==> src/rtl/alu_seq_display.sv <==
// Multi-cycle ALU (add, subtract, shift-add multiply, restoring divide) with a
// sequential double-dabble converter feeding active-low 7-segment digits.
module alu_seq_display #(
    parameter int WIDTH  = 4,
    parameter int DIGITS = 3
) (
    input  logic                  Clk,
    input  logic                  Rst_n,
    input  logic                  Init,
    input  logic [WIDTH-1:0]      A,
    input  logic [WIDTH-1:0]      B,
    input  logic [1:0]            Select,
    output logic                  Busy,
    output logic                  Done,
    output logic                  Err,
    output logic                  Neg,
    output logic [2*WIDTH-1:0]    Sal,
    output logic [7*DIGITS-1:0]   Seg,
    output logic [6:0]            Seg_sign
);

    localparam int SW = 2 * WIDTH;
    localparam int BW = 4 * DIGITS;
    localparam int CW = $clog2(SW + 1);
    localparam int IW = $clog2(SW);

    typedef enum logic [1:0] {S_IDLE, S_CALC, S_CONV, S_DONE} state_t;

    state_t            state_reg, state_next;
    logic              init_q_reg;
    logic              start;
    logic [WIDTH-1:0]  a_reg, b_reg;
    logic [1:0]        sel_reg;
    logic [SW-1:0]     sal_reg;
    logic              err_reg, neg_reg;
    logic [CW-1:0]     cnt_reg;
    logic [BW-1:0]     work_reg, disp_reg;

    logic              busy_next, done_next;
    logic              calc_last, conv_last;
    logic [WIDTH:0]    add_sum;
    logic [WIDTH-1:0]  sub_ab, sub_ba;
    logic [WIDTH:0]    mul_sum;
    logic [SW-1:0]     mul_next;
    logic [WIDTH:0]    div_shift, div_diff;
    logic [SW-1:0]     div_next;
    logic [SW-1:0]     dval;
    logic [IW-1:0]     bit_idx;
    logic              conv_bit;
    logic [BW-1:0]     work_adj, work_shift;
    logic              unused_adj_msb;

    assign start = Init & ~init_q_reg;

    // Arithmetic steps; sal_reg doubles as the multiply/divide working register.
    assign add_sum   = {1'b0, a_reg} + {1'b0, b_reg};
    assign sub_ab    = a_reg - b_reg;
    assign sub_ba    = b_reg - a_reg;
    assign mul_sum   = {1'b0, sal_reg[SW-1:WIDTH]} + {1'b0, a_reg};
    assign mul_next  = sal_reg[0] ? {mul_sum, sal_reg[WIDTH-1:1]}
                                  : {1'b0, sal_reg[SW-1:1]};
    assign div_shift = {sal_reg[SW-1:WIDTH], sal_reg[WIDTH-1]};
    assign div_diff  = div_shift - {1'b0, b_reg};
    assign div_next  = div_diff[WIDTH]
                     ? {div_shift[WIDTH-1:0], sal_reg[WIDTH-2:0], 1'b0}
                     : {div_diff[WIDTH-1:0],  sal_reg[WIDTH-2:0], 1'b1};

    assign calc_last = ~sel_reg[1]
                     | (sel_reg == 2'b11 && b_reg == '0)
                     | (cnt_reg == CW'(WIDTH - 1));
    assign conv_last = (cnt_reg == CW'(SW - 1));

    // Divide shows only the quotient in decimal.
    assign dval     = (sel_reg == 2'b11) ? {{WIDTH{1'b0}}, sal_reg[WIDTH-1:0]} : sal_reg;
    assign bit_idx  = IW'(SW - 1 - int'(cnt_reg));
    assign conv_bit = dval[bit_idx];

    generate
        for (genvar gi = 0; gi < DIGITS; gi++) begin : g_adj
            assign work_adj[4*gi +: 4] = (work_reg[4*gi +: 4] >= 4'd5)
                                       ? work_reg[4*gi +: 4] + 4'd3
                                       : work_reg[4*gi +: 4];
        end
    endgenerate

    assign work_shift     = {work_adj[BW-2:0], conv_bit};
    assign unused_adj_msb = work_adj[BW-1];

    always_ff @(posedge Clk or negedge Rst_n) begin
        if (!Rst_n) begin
            state_reg <= S_IDLE;
        end else begin
            state_reg <= state_next;
        end
    end

    always_comb begin
        state_next = state_reg;
        busy_next  = 1'b0;
        done_next  = 1'b0;
        case (state_reg)
            S_IDLE: if (start) state_next = S_CALC;
            S_CALC: begin
                busy_next = 1'b1;
                if (calc_last) state_next = S_CONV;
            end
            S_CONV: begin
                busy_next = 1'b1;
                if (conv_last) state_next = S_DONE;
            end
            S_DONE: begin
                done_next = 1'b1;
                if (start) state_next = S_CALC;
            end
            default: state_next = S_IDLE;
        endcase
    end

    always_ff @(posedge Clk or negedge Rst_n) begin
        if (!Rst_n) begin
            init_q_reg <= 1'b0;
            a_reg      <= '0;
            b_reg      <= '0;
            sel_reg    <= '0;
            sal_reg    <= '0;
            err_reg    <= 1'b0;
            neg_reg    <= 1'b0;
            cnt_reg    <= '0;
            work_reg   <= '0;
            disp_reg   <= '0;
        end else begin
            init_q_reg <= Init;
            case (state_reg)
                S_IDLE, S_DONE: begin
                    if (start) begin
                        a_reg   <= A;
                        b_reg   <= B;
                        sel_reg <= Select;
                        err_reg <= 1'b0;
                        neg_reg <= 1'b0;
                        cnt_reg <= '0;
                        // Preload the multiplier (multiply) or dividend (divide).
                        sal_reg <= (Select == 2'b10) ? {{WIDTH{1'b0}}, B}
                                                     : {{WIDTH{1'b0}}, A};
                    end
                end
                S_CALC: begin
                    case (sel_reg)
                        2'b00: sal_reg <= {{(WIDTH-1){1'b0}}, add_sum};
                        2'b01: begin
                            if (a_reg < b_reg) begin
                                sal_reg <= {{WIDTH{1'b0}}, sub_ba};
                                neg_reg <= 1'b1;
                            end else begin
                                sal_reg <= {{WIDTH{1'b0}}, sub_ab};
                            end
                        end
                        2'b10: sal_reg <= mul_next;
                        default: begin
                            if (b_reg == '0) begin
                                err_reg <= 1'b1;
                                sal_reg <= '0;
                            end else begin
                                sal_reg <= div_next;
                            end
                        end
                    endcase
                    if (calc_last) begin
                        cnt_reg  <= '0;
                        work_reg <= '0;
                    end else begin
                        cnt_reg <= cnt_reg + 1'b1;
                    end
                end
                S_CONV: begin
                    work_reg <= work_shift;
                    cnt_reg  <= cnt_reg + 1'b1;
                    if (conv_last) disp_reg <= work_shift;
                end
                default: ;
            endcase
        end
    end

    function automatic logic [6:0] seg7(input logic [3:0] d);
        case (d)
            4'd0:    seg7 = 7'b1000000;
            4'd1:    seg7 = 7'b1111001;
            4'd2:    seg7 = 7'b0100100;
            4'd3:    seg7 = 7'b0110000;
            4'd4:    seg7 = 7'b0011001;
            4'd5:    seg7 = 7'b0010010;
            4'd6:    seg7 = 7'b0000010;
            4'd7:    seg7 = 7'b1111000;
            4'd8:    seg7 = 7'b0000000;
            4'd9:    seg7 = 7'b0010000;
            default: seg7 = 7'b1111111;
        endcase
    endfunction

    // A digit is lit if it or any more significant digit is non-zero.
    generate
        for (genvar gi = 0; gi < DIGITS; gi++) begin : g_seg
            if (gi == 0) begin : g_lsd
                assign Seg[6:0] = seg7(disp_reg[3:0]);
            end else begin : g_msd
                assign Seg[7*gi +: 7] = (|disp_reg[BW-1:4*gi])
                                      ? seg7(disp_reg[4*gi +: 4]) : 7'b1111111;
            end
        end
    endgenerate

    assign Seg_sign = neg_reg ? 7'b0111111 : 7'b1111111;
    assign Busy     = busy_next;
    assign Done     = done_next;
    assign Err      = err_reg;
    assign Neg      = neg_reg;
    assign Sal      = sal_reg;

endmodule

==> config.mk <==
export PLATFORM = sky130hd
export DESIGN_NAME = alu_seq_display
export DESIGN_NICKNAME = d
export VERILOG_FILES = /design/src/rtl/alu_seq_display.sv
export SDC_FILE = /design/constraint.sdc
export NUM_CORES = 1
export LEC_CHECK = 0
export BUFFER_PORTS_ARGS = -buffer_cell sky130_fd_sc_hd__buf_2
export CAP_MARGIN = 20
export CORE_ASPECT_RATIO = 0.5
export CORE_MARGIN = 2
export CORE_UTILIZATION = 53
export DETAILED_ROUTE_END_ITERATION = 8
export PLACE_DENSITY = 0.77
export SLEW_MARGIN = 20
export SYNTH_ARGS = -nofsm -noshare
export SYNTH_HDL_FRONTEND = slang
export SYNTH_SLANG_ARGS = --single-unit
==> constraint.sdc <==
create_clock -name Clk -period 2.45 [get_ports Clk]
set_input_delay 0.1225 -clock Clk [delete_from_list [all_inputs] [get_ports Clk]]
set_output_delay 0.1225 -clock Clk [all_outputs]
set_load 0.02 [all_outputs]
* Word-level counts from Yosys, hierarchy flattened
Memories as Yosys holds them, arrays and structs flattened.
Index checks and enable logic that the tools add are counted.
** Storage, ports and cells
- Bits in registers :: 51
- ROM bits :: 336
- Input port bits :: 13
- Output and inout bits :: 40
- Logic and storage cells :: 103
- Memories kept :: 3
** Cells by class
- Add/sub/neg operators :: 10
- Order comparisons :: 5
- Equality and inequality tests :: 16
- Mux-type cells :: 35
- Bitwise gates (word level) :: 5
- Reduce and logical (&&, ||, !) cells :: 18
** Memories
- (name not given) :: words 16, bits a word 7, read ports 1, clocked after Yosys merged registers in 0, write ports 0, RTL line 186 : case (d)
- (name not given) :: words 16, bits a word 7, read ports 1, clocked after Yosys merged registers in 0, write ports 0, RTL line 186
- (name not given) :: words 16, bits a word 7, read ports 1, clocked after Yosys merged registers in 0, write ports 0, RTL line 186
** Operators with widths (number)
- 8-bit 2-to-1 mux :: 5
- 4-bit 2-to-1 mux :: 6
- 12-bit case mux with 2 select lines :: 1
- 8-bit case mux with 3 select lines :: 1
- 7-bit 2-to-1 mux :: 3
- 8-bit case mux with 2 select lines :: 1
- 4-bit by 3-bit >= comparator with 1-bit output (second input constant) :: 3
- 12-bit 2-to-1 mux :: 1
- 4-bit case mux with 3 select lines :: 1
- 4-bit by 4-bit adder with 5-bit output :: 2
- 2-bit == test (second input constant) :: 5
- 2-bit != test (second input constant) :: 5
- 4-bit by 2-bit adder with 4-bit output (second input constant) :: 2
- 1-bit 2-to-1 mux :: 8
- 2-bit AND reduction :: 4
- 4-bit AND reduction :: 2
- 8-bit OR reduction :: 1
- 4-bit subtractor :: 2
- 2-bit 2-to-1 mux :: 3
- 2-bit case mux with 3 select lines :: 1
- 5-bit by 4-bit subtractor with 5-bit output :: 1
- 4-bit by 1-bit adder with 4-bit output (second input constant) :: 1
- 2-bit by 1-bit == test with 1-bit output (second input constant) :: 2
- 4-bit by 2-bit == test with 1-bit output (second input constant) :: 1
- other kinds (20) :: 27

* Logic depth before layout (Yosys ltp)
Gate-level depths: netlist (run 1).
- Depth in word-level cells :: 6
- Gate-level depth with buffers :: 9
- Depth with buffers taken out :: 9

* Worst setup path before layout (run 1)
No wires, ideal clock.
- Kind :: reg2reg
- Start point :: reg sal_reg[3] (netlist: Sal[3])
- End point :: reg sal_reg[6] (netlist: Sal[6])
- Library setup time :: 0.126 ns
- Arrival time :: 2.453 ns
- Data required time :: 2.324 ns
- Slack :: -0.129 ns
- Cell stages (with the launch flop) :: 9
- Path buffers :: 0
- Period minus slack after synthesis :: 2.579 ns
- Cells stage by stage :: dfrtp_1 -> inv_1 -> ha_1 -> fa_1 -> nand2b_1 -> a21oi_1 -> xor2_1 -> mux2_2 -> a221o_1
** On the way
- Longest elaborated chain between the ends :: 5
** Ends and longest elaborated chain
- start: declaration :: RTL line 34 : logic [SW-1:0] sal_reg;
- start signal: assignment :: RTL line 143 : sal_reg <= (Select == 2'b10) ? {{WIDTH{1'b0}}, B}
- start signal: assignment :: RTL line 149 : 2'b00: sal_reg <= {{(WIDTH-1){1'b0}}, add_sum};
- start signal: assignment :: RTL line 152 : sal_reg <= {{WIDTH{1'b0}}, sub_ba};
- 5-bit by 4-bit subtractor with 5-bit output :: RTL line 63 : assign div_diff = div_shift - {1'b0, b_reg};
- 8-bit 2-to-1 mux :: RTL line 65 : ? {div_shift[WIDTH-1:0], sal_reg[WIDTH-2:0], 1'b0}
- 8-bit 2-to-1 mux :: RTL line 160 : if (b_reg == '0) begin
- 8-bit case mux with 3 select lines :: RTL line 148 : case (sel_reg)
- 8-bit case mux with 2 select lines :: RTL line 133 : case (state_reg)
Every way passes these cells.
A chain may end at the register's enable or synchronous reset.

* Worst setup path in the final report (run 1)
- Start point :: reg sal_reg[3] (netlist: Sal[3])
- End point :: reg sal_reg[4] (netlist: Sal[4])
** On the way
- Longest elaborated chain between the ends :: 5
** Ends and longest elaborated chain (RTL line)
- 5-bit by 4-bit subtractor with 5-bit output :: 63
- 8-bit 2-to-1 mux (*) :: 65
- 8-bit 2-to-1 mux (*) :: 160
- 8-bit case mux with 3 select lines (*) :: 148
- 8-bit case mux with 2 select lines (*) :: 133
Every way passes the cells marked *; elsewhere a longest branch is shown, timed or not.

==> results of run 1 <==
cells by family (layout without fill, tap and decap cells):
| logic type | after synthesis | count (layout) | synth area share [%] |
|---|---|---|---|
| AND/OR/NAND/NOR | 130 | 130 | 15.7 |
| XOR/XNOR | 10 | 10 | 2.17 |
| AO/OA/AOI/OAI | 140 | 140 | 22.4 |
| buffers and inverters | 60 | 106 | 6.51 |
| multiplexers | 17 | 17 | 5.08 |
| other | 1 | 6 | 0.0928 |
| adder cells (fa/ha/maj) | 50 | 50 | 16.4 |
| flip-flops | 51 | 51 | 31.6 |
final cells by class:
cell class | count | share of cell area [%]
multi-input cells | 353 | 55.2
flip-flops and latches | 51 | 27.8
inverters | 35 | 2.86
clock buffers | 5 | 2.72
well taps | 96 | 2.61
repair buffers | 64 | 8.05
clock inverters | 2 | 0.816
layer usage:
| metal | global-route usage (%) | up-vias | wire length (um) |
|---|---|---|---|
| li1 | - | 1701 | - |
| met1 | 31.6 | 1575 | 4440 |
| met2 | 38.9 | 100 | 4130 |
| met3 | 4.07 | 12 | 537 |
| met4 | 7.14 | 0 | 127 |
| met5 | 0 | - | 0 |
through the flow:
step           instances  hold WS, ns
2_1_floorplan        464       -0.173
3_3_place_gp         597        0.215
3_5_place_dp         597        0.224
4_1_cts              606       0.0370
5_1_grt              606       0.0791
6_report             606       0.0407
repair_timing:
item                                    in CTS  in global routing
resized for setup                            0                  1
endpoints found under the setup margin       0                  1
endpoints found under the hold margin       30                  0
hold buffers                                 2                  0
where the power goes:
group / internal, mW / total, mW / switching, mW
registers: 1.06 / 1.41 / 0.346
clock network: 0.476 / 0.793 / 0.316
logic: 1.36 / 3.14 / 1.78
how the worst max path moves through the flow:
stage	from	endpoint	slack, ns	depth (start not counted)
floorplan	Sal[3]$_DFFE_PN0P_	Sal[6]$_DFFE_PN0P_	0.03	8
global placement	Sal[3]$_DFFE_PN0P_	Sal[6]$_DFFE_PN0P_	0.23	8
detailed placement	Sal[3]$_DFFE_PN0P_	Sal[4]$_DFFE_PN0P_	0.16	9
CTS	Sal[3]$_DFFE_PN0P_	Sal[4]$_DFFE_PN0P_	0.14	9
global route	Sal[3]$_DFFE_PN0P_	Sal[4]$_DFFE_PN0P_	0.03	9
finish	Sal[3]$_DFFE_PN0P_	Sal[4]$_DFFE_PN0P_	0.12	9
worst reg2reg max path: stages, from the launching register on:
cell	delay, ns
dfrtp_2	0.36
inv_1	0.06
ha_1	0.22
fa_1	0.40
nand2b_1	0.17
a21oi_2	0.17
xor2_2	0.17
buf_4	0.16
mux2_2	0.33
o31ai_1	0.20
cell usage in the layout, fill, tap and decap left out, drive strengths merged, types with 6 or more instances in the layout:
cell type,count
a21oi,41
buf,62
mux2i,7
xnor2,8
ha,45
o22ai,6
nand3,6
nand2,49
nor3b,6
o31ai,7
nor2b,10
nor2,29
nand2b,12
o21ai,43
dfrtp,51
mux2,8
conb,6
inv,35
==> qor.yml, run 1 <==
clock_network:
  clock_path_buffers: 2
  cts_tree: "built"
  postCtsSetupBuffers: 0
  clk_pin_slew_worst_paths_ns: 0.07
  cts-root-buf: "clkbuf_16"
  clkSinkCount: 51
  clock_latency_ns: 0.30
  numCtsBuffers: 5
  htreeDepth: 2
layout:
  ff_latch_area_um2: 1280
  antenna_cells: 0
  multi_input_area_um2: 2540
  layout.nets: 573
  post-route-util_pct: 62.6
  stdcell_area_um2: 4600
  syn_to_final_growth_pct: 13.8
  drive_gt1_share_pct: 18.0
  n_fill_cell: 640
placed_design:
  dp_hpwl_um: 7060
  placed_area_um2: 4410
  routabilityCongestion: 0.864
  dp_slack_ns: 0.158
  port_buffers: 46
critical_path:
  crit_family: "adder cells"
  r2r-end: "Sal[4]$_DFFE_PN0P_"
  timing.rr.start: "Sal[3]$_DFFE_PN0P_"
  slowest_delay_ns: 0.40
  cp_cell_sequence: "inv_1 > ha_1 > fa_1 > nand2b_1 > a21oi_2 > xor2_2 > buf_4 > mux2_2 > o31ai_1"
  start_kind: "flop"
  endpoint_kind: "flop"
  r2r_slack_ns: 0.12
  path_class: "flop to flop"
  required_ns: 2.65
  crit_fanout: 5
  slowest_stage: "fa_1"
  reg2reg_depth: 9
  cp_num_buf_inv: 2
  critical_path_arrival_ns: 2.53
pwr:
  p_leak_nw: 2.08
  p_per_area_nw_per_um2: 1160
  fin_total_pwr_mw: 5.34
  vdd_drop_max_uv: 711
floorplanning:
  rows: 22
  dieHeight_um: 65.7
  num_io_pins: 53
  core_area_um2: 7350
  dieArea_um2: 8380
  start_util_pct: 55.0
  die_w_um: 127
sta:
  clock.fmax_ghz: 0.430
  setup_tns_ns: 0
  layout_min_cycle_time_ns: 2.33
  hold_violations: 0
  rsz0062_at_grt: "false"
  worst_pin_slew_ns: 0.731
  period_share_pct: 95.0
  setup_slack_ns: 0.122
  setup-violations-final: 0
  maxSlewHeadroom_pct: 51.3
  drv_slew: 0
  skew_ns: 0.00714
yosys:
  syn_avg_cell_area_um2: 8.80
  synth-edff-count: 0
  synth-main-ff-cell: "dfrtp_1"
  ys_seq_area_share_pct: 31.6
  synthTopCellsByArea: "dfrtp_1, ha_1, a21oi_1"
  yosys_warnings: 0
  yosysMostFrequentCell: "dfrtp_1"
  synth_largest_area_cell: "dfrtp_1"
  synth_cells: 459
  synth_top_area_share_pct: 31.6
  synthDistinctLibCells: 54
  synthTopCellsByCount: "dfrtp_1, nand2_1, ha_1"
  ys_seq_elements: 51
  postSynth.asyncResetShare_pct: 100
  synth_area_um2: 4040
global_routing:
  grt_pass1_wl_um: 15500
  grt_pass1_vias: 3138
  grt_max_degree: 32
  antenna_found_initial: 0
  overflow: 0
  track_usage_pct: 23.4
worst_hold_path:
  hold_depth: 3
  hold_start: "Select[0]"
  hp-class: "primary input to flop"
  min_to: "sel_reg[0]$_DFFE_PN0P_"
run:
  cap_violations: 0
route:
  dr.pass1.iters: 4
  ant_nets: 0
  drc: 0
  wl_per_cell_um: 15.2
  wirelength_um: 9230
  drt_iter0_markers: 233
  num_vias: 3388
  viasPerCell: 5.59
run_status:
  status: "finished, final reports clean"
(Power assumes the default switching activity.)
==> run 2, diff against run 1 <==
--- a/config.mk
+++ b/config.mk
@@ -5,6 +5,7 @@
 export SDC_FILE = /design/constraint.sdc
 export NUM_CORES = 1
 export LEC_CHECK = 0
+export ABC_AREA = 1
 export BUFFER_PORTS_ARGS = -buffer_cell sky130_fd_sc_hd__buf_2
 export CAP_MARGIN = 20
 export CORE_ASPECT_RATIO = 0.5
==> run 2 against run 1 <==
Compared with the run above:
- total power shrank 6.4%
- core utilization decreased by 0.44 points
- clock power rose by 5.4%
- register-to-register slack improved by 0.25 ns
- clock-buffer cell count grew 1
==> qor.yml, run 2 <==
worst_hold_path:
  hp-class: "primary input to flop"
sta:
  worst_pin_slew_ns: 0.625  # -0.106 ns
  drv_slew: 0  # unchanged
  period_share_pct: 84.7  # -10 points
  layout_min_cycle_time_ns: 2.07  # -0.254 ns
  hold_violations: 0  # unchanged
  setup_tns_ns: 0  # unchanged
  rsz0062_at_grt: "false"
  maxSlewHeadroom_pct: 58.3  # +7.1 points
  skew_ns: 0.00701  # -0.000131 ns
  setup-violations-final: 0  # unchanged
  clock.fmax_ghz: 0.482  # +12%
critical_path:
  critical_path_arrival_ns: 2.31  # -0.22 ns
  path_class: "flop to flop"
  slowest_stage: "fa_1"
  cp_num_buf_inv: 2  # unchanged
  required_ns: 2.69  # +0.04 ns
  crit_family: "simple AND/OR/NAND/NOR gates"
  slowest_delay_ns: 0.40  # about the same
  start_kind: "flop"
  crit_fanout: 6  # +1
  endpoint_kind: "flop"
  cp_cell_sequence: "inv_1 > ha_1 > fa_1 > inv_1 > nand3_1 > nand3_1 > nand2_1 > nand2_1 > nand2_1 > o21ai_0 > nand2_1 > nand2_1"
  crit_top_cell: "nand2_1"
clock_network:
  cts_tree: "built"
  cts-root-buf: "clkbuf_16"
  clock_path_buffers: 2  # unchanged
  clk_pin_slew_worst_paths_ns: 0.07  # about the same
  clock_latency_ns: 0.30  # about the same
  cts.repair.resized: 0  # unchanged
  numCtsBuffers: 5  # unchanged
  clkSinkCount: 51  # unchanged
  htreeDepth: 2  # unchanged
route:
  wl_per_cell_um: 12.5  # -18%
  wirelength_um: 9000  # -2.5%
  viasPerCell: 5.22  # -6.7%
  drc: 0  # unchanged
  dr.pass1.iters: 5  # +1
  ant_nets: 0  # unchanged
  drt_iter0_markers: 224  # -3.9%
  num_vias: 3747  # +11%
layout:
  final_common_cell: "nand2_1"
  n_fill_cell: 691  # +8.0%
  finalNonFillerCells: 718  # +18%
  post-route-util_pct: 62.1  # -0.44 points
  most-common-layout-cells: "nand2_1, inv_1, o21ai_0"
  drive_gt1_share_pct: 11.9  # -6.1 points
  syn_to_final_growth_pct: 12.9
  antenna_cells: 0  # unchanged
  layout.nets: 684  # +19%
yosys:
  yosysMostFrequentCell: "nand2_1"
  synth_cells: 570  # +24%
  synthTopCellsByArea: "dfrtp_1, nand2_1, ha_1"
  yosys_warnings: 0  # unchanged
  synth_top_area_share_pct: 31.4  # -0.17 points
  synth-main-ff-cell: "dfrtp_1"
  syn_avg_cell_area_um2: 7.12  # -19%
  ys_seq_elements: 51  # unchanged
  synth_largest_area_cell: "dfrtp_1"
  synth-edff-count: 0  # unchanged
  postSynth.asyncResetShare_pct: 100  # unchanged
  synthDistinctLibCells: 35  # -35%
  synthTopCellsByCount: "nand2_1, inv_1, o21ai_0"
  synth_area_um2: 4060  # +0.53%
  ys_seq_area_share_pct: 31.4  # -0.17 points
floorplanning:
  dieHeight_um: 65.9  # +0.25%
  die_w_um: 128  # +0.25%
  core_area_um2: 7380  # +0.37%
  dieArea_um2: 8420  # +0.51%
  start_util_pct: 55.0  # +0.083 points
  num_io_pins: 53  # unchanged
  rows: 22  # unchanged
global_routing:
  overflow: 0  # unchanged
  grt_max_degree: 28  # -13%
  grt_pass1_vias: 3474  # +11%
  grt_pass1_wl_um: 15600  # +1.2%
  track_usage_pct: 23.2  # -0.21 points
  antenna_found_initial: 0  # unchanged
run_status:
  status: "finished, final reports clean"
pwr:
  vdd_drop_max_uv: 674  # -5.2%
  p_leak_nw: 2.44  # +17%
  p_per_area_nw_per_um2: 1090  # -6.1%
placed_design:
  routabilityCongestion: 0.956  # +11%
  port_buffers: 46  # unchanged
  dp_hpwl_um: 6900  # -2.2%
  place_inst: 708  # +19%
run:
  cap_violations: 0  # unchanged
run 2: cell types whose count changed after synthesis, sizes merged, moves of 10 or more:
cell | before | now
nand3 | 6 | 37
nor2b | 10 | 0
nand2b | 12 | 0
o21ai | 43 | 65
inv | 35 | 86
clkbuf | 17 | 4
nand2 | 49 | 155
run 2: worst paths after layout:
path                                           from                        to  slack [ns]  cells past startpoint
setup / recovery                 Sal[3]$_DFFE_PN0P_        Sal[4]$_DFFE_PN0P_        0.38                     12
hold / removal                                 A[3]      a_reg[3]$_DFFE_PN0P_        0.08                      2
setup reg to reg                 Sal[3]$_DFFE_PN0P_        Sal[4]$_DFFE_PN0P_        0.38                     12
hold reg to reg            work_reg[10]$_DFFE_PN0P_  work_reg[10]$_DFFE_PN0P_        0.50                      2
max in group asynchronous                     Rst_n   disp_reg[5]$_DFFE_PN0P_        1.41                      3
min in group asynchronous                     Rst_n      a_reg[0]$_DFFE_PN0P_        0.40                      2
run 2: what timing repair did:
item / in CTS / in global routing
setup buffers: 0 / 0
endpoints found under the hold margin: 26 / 0
hold buffers: 2 / 0
run 2: cells by family after synthesis:
group | Yosys count | share of synthesized area, %
multiplexers | 1 | 0.277
AND/OR/NAND/NOR | 245 | 25.3
flip-flops | 51 | 31.4
adder cells (fa/ha/maj) | 50 | 16.3
other | 1 | 0.0924
XOR/XNOR | 8 | 1.73
AO/OA/AOI/OAI | 112 | 14.5
buffers and inverters | 102 | 10.3
run 2: area by class of cell:
class,instances,area [um2],share of cell area (%)
Clock inverter,2,38.8,0.846
Clock buffer,6,139,3.03
Tap cell,96,120,2.62
Timing Repair Buffer,55,303,6.61
Multi-Input combinational cell,422,2380,52.0
Sequential cell,51,1280,27.8
Inverter,86,323,7.04
run 2: stage by stage:
stage	area (um2)	total power [mW]	hold WS, ns	setup WS, ns
after detailed placement	4390	4.13	0.180	0.463
after global routing	4580	5.50	0.0820	0.241
after CTS	4580	5.00	0.0801	0.425
final	4580	5.00	0.0817	0.376
after floorplan	4080	3.42	-0.173	0.468
after global placement	4390	4.10	0.177	0.516
run 2: where the power goes:
part / switching (mW) / internal (mW) / leakage, nW / total, mW
combinational: 1.83 / 0.986 / 1.68 / 2.81
sequential: 0.300 / 1.05 / 0.672 / 1.35
clock: 0.322 / 0.514 / 0.0875 / 0.836
total: 2.45 / 2.55 / 2.44 / 5.00
run 2: per-layer routing:
metal	routed length [um]	global-route usage, %	vias up
li1	-	-	1916
met1	4230	29.1	1720
met2	4230	41.8	92
met3	357	3.48	19
met4	180	7.28	0
met5	0	0	-
==> run 3, diff against run 2 <==
--- a/config.mk
+++ b/config.mk
@@ -10,9 +10,9 @@
 export CAP_MARGIN = 20
 export CORE_ASPECT_RATIO = 0.5
 export CORE_MARGIN = 2
-export CORE_UTILIZATION = 53
+export CORE_UTILIZATION = 55
 export DETAILED_ROUTE_END_ITERATION = 8
-export PLACE_DENSITY = 0.77
+export PLACE_DENSITY = 0.76
 export SLEW_MARGIN = 20
 export SYNTH_ARGS = -nofsm -noshare
 export SYNTH_HDL_FRONTEND = slang
==> constraint.sdc (replaced) <==
create_clock -name Clk -period 2 [get_ports Clk]
set_input_delay 0.1 -clock Clk [delete_from_list [all_inputs] [get_ports Clk]]
set_output_delay 0.1 -clock Clk [all_outputs]
set_load 0.02 [all_outputs]
==> run 3 against run 2 <==
Compared with the run above:
- sequential share of layout area shrank 0.33 points
- sequential power grew 20%
- clock power grew 1%
- total power grew 23%
- routed wire length grew 1.5%
- critical path depth shrank 2
- hold slack lost 0.033 ns
- global-route usage grew 1.4 points
- critical path type unchanged
- highest routed layer unchanged
==> qor.yml, run 3 (same netlist as run 2, synthesis figures left out) <==
floorplanning:
  num_io_pins: 53  # unchanged
  rows: 22  # unchanged
  dieArea_um2: 8130  # -3.5%
  die_w_um: 126  # -1.8%
  start_util_pct: 56.1  # +1.0 points
  core_area_um2: 7240  # -1.9%
  dieHeight_um: 64.8  # -1.7%
placed_design:
  dp_slack_ns: 0.0557  # -0.408 ns
  port_buffers: 46  # unchanged
  routabilityCongestion: 0.859  # -10%
  dp_hpwl_um: 7070  # +2.4%
route:
  drc: 0  # unchanged
  dr.pass1.iters: 5  # unchanged
  ant_nets: 0  # unchanged
  viasPerCell: 5.17  # -0.86%
  wirelength_um: 9140  # +1.5%
  num_vias: 3756  # +0.24%
  drt_iter0_markers: 283  # +26%
  wl_per_cell_um: 12.6  # +0.43%
pwr:
  p_clk_share_pct: 13.8  # -2.9 points
  p_int_mw: 3.09  # +21%
  p_per_area_nw_per_um2: 1320  # +21%
  swShare_pct: 49.6  # +0.54 points
  vdd_drop_max_uv: 895  # +33%
  p_leak_nw: 2.47  # +1.1%
  seq_power_share_pct: 26.4  # -0.6 points
  netSwitchingPower_mw: 3.04  # +24%
  comb_power_share_pct: 59.8  # +3.5 points
layout:
  most-common-layout-cells: "nand2_1, inv_1, o21ai_0"
  drive_gt1_share_pct: 15.1  # +3.2 points
  post-route-util_pct: 64.1  # +2.0 points
  syn_to_final_growth_pct: 14.4
  antenna_cells: 0  # unchanged
  final_common_cell: "nand2_1"
  layout.nets: 693  # +1.3%
global_routing:
  overflow: 0  # unchanged
  grt_pass1_vias: 3688  # +6.2%
  grt_pass1_wl_um: 16200  # +3.9%
  grt_max_degree: 26  # -7.1%
  track_usage_pct: 24.6  # +1.4 points
  antenna_found_initial: 0  # unchanged
critical_path:
  timing.rr.start: "a_reg[0]$_DFFE_PN0P_"
  r2r-end: "Sal[1]$_DFFE_PN0P_"
  endpoint_kind: "flop"
  path_class: "flop to flop"
  required_ns: 2.19  # -0.50 ns
  critical_path_arrival_ns: 2.08  # -0.23 ns
  crit_end: "Sal[1]$_DFFE_PN0P_"
  startpoint: "a_reg[0]$_DFFE_PN0P_"
  start_kind: "flop"
  reg2reg_depth: 10  # -2
  crit_fanout: 5  # -1
  r2r_slack_ns: 0.11  # -0.26 ns
sta:
  skew_ns: 0.00608  # -0.000929 ns
  setup-violations-final: 0  # unchanged
  worst_pin_slew_ns: 0.609  # -0.0162 ns
  drv_slew: 0  # unchanged
  setup_tns_ns: 0  # unchanged
  clock.fmax_ghz: 0.530  # +10%
  period_share_pct: 94.3  # +9.7 points
  layout_min_cycle_time_ns: 1.89  # -0.188 ns
  maxSlewHeadroom_pct: 59.4  # +1.1 points
  hold_violations: 0  # unchanged
  setup_slack_ns: 0.114  # -0.262 ns
  rsz0062_at_grt: "true"
  holdWs_ns: 0.0484  # -0.0333 ns
clock_network:
  clk_pin_slew_worst_paths_ns: 0.07  # about the same
  htreeDepth: 2  # unchanged
  postCtsSetupBuffers: 0  # unchanged
  clkSinkCount: 51  # unchanged
  clock_path_buffers: 2  # unchanged
  clock_latency_ns: 0.30  # about the same
  numCtsBuffers: 5  # unchanged
  cts-root-buf: "clkbuf_16"
  cts_tree: "built"
worst_hold_path:
  hold_start: "A[3]"
  hp-class: "primary input to flop"
run_status:
  status: "finished, final reports clean"
run:
  cap_violations: 0  # unchanged
run 3: timing repair:
item,CTS,global route
hold buffers,2,0
gates resized for setup,0,14
endpoints found under the setup margin,0,16
endpoints found under the hold margin,24,0
run 3: power groups by stage:
stage	Combinational (mW)	Clock [mW]	Sequential [mW]
after floorplan	2.53	0	1.66
after detailed placement	3.55	0	1.63
after global placement	3.52	0	1.62
after global routing	4.25	0.909	1.66
after CTS	3.59	0.860	1.61
final	3.66	0.844	1.62
run 3: cell type report:
class,count,area [um2]
Multi-Input combinational cell,422,2410
Inverter,86,323
Clock buffer,5,125
Fill cell,660,2600
Tap cell,96,120
Timing Repair Buffer,64,370
Clock inverter,2,13.8
Sequential cell,51,1280
run 3: metal layers:
layer  vias to the layer above  wire, um  global-route usage (%)
met5                         -         0                       0
met4                         0       114                    8.19
met2                        69      4470                    43.2
li1                       1938         -                       -
met1                      1737      4270                    31.0
met3                        12       276                    4.62
run 3: worst min path at each step:
stage | to | slack, ns | depth (start not counted)
2_1_floorplan | Err$_DFFE_PN0P_ | -0.20 | 0
3_3_place_gp | a_reg[0]$_DFFE_PN0P_ | 0.13 | 1
3_5_place_dp | a_reg[0]$_DFFE_PN0P_ | 0.14 | 1
4_1_cts | a_reg[3]$_DFFE_PN0P_ | 0.05 | 2
5_1_grt | a_reg[3]$_DFFE_PN0P_ | 0.06 | 2
6_report | a_reg[3]$_DFFE_PN0P_ | 0.05 | 2
run 3: per-stage QoR:
| step | area (um2) | std cells | power, mW |
|---|---|---|---|
| floorplan | 4080 | 575 | 4.19 |
| global placement | 4450 | 717 | 5.14 |
| detailed placement | 4450 | 717 | 5.18 |
| CTS | 4610 | 726 | 6.06 |
| global route | 4640 | 726 | 6.81 |
| finish | 4640 | 726 | 6.13 |
run 3: worst max-delay path, cell delays in order (launching register included):
cell      delay [ns]
dfrtp_1         0.42
inv_1           0.09
ha_1            0.15
inv_1           0.06
fa_1            0.40
nand3_1         0.10
nand2_2         0.09
o211ai_1        0.23
nand4_1         0.11
nand2_1         0.07
nand2_1         0.04
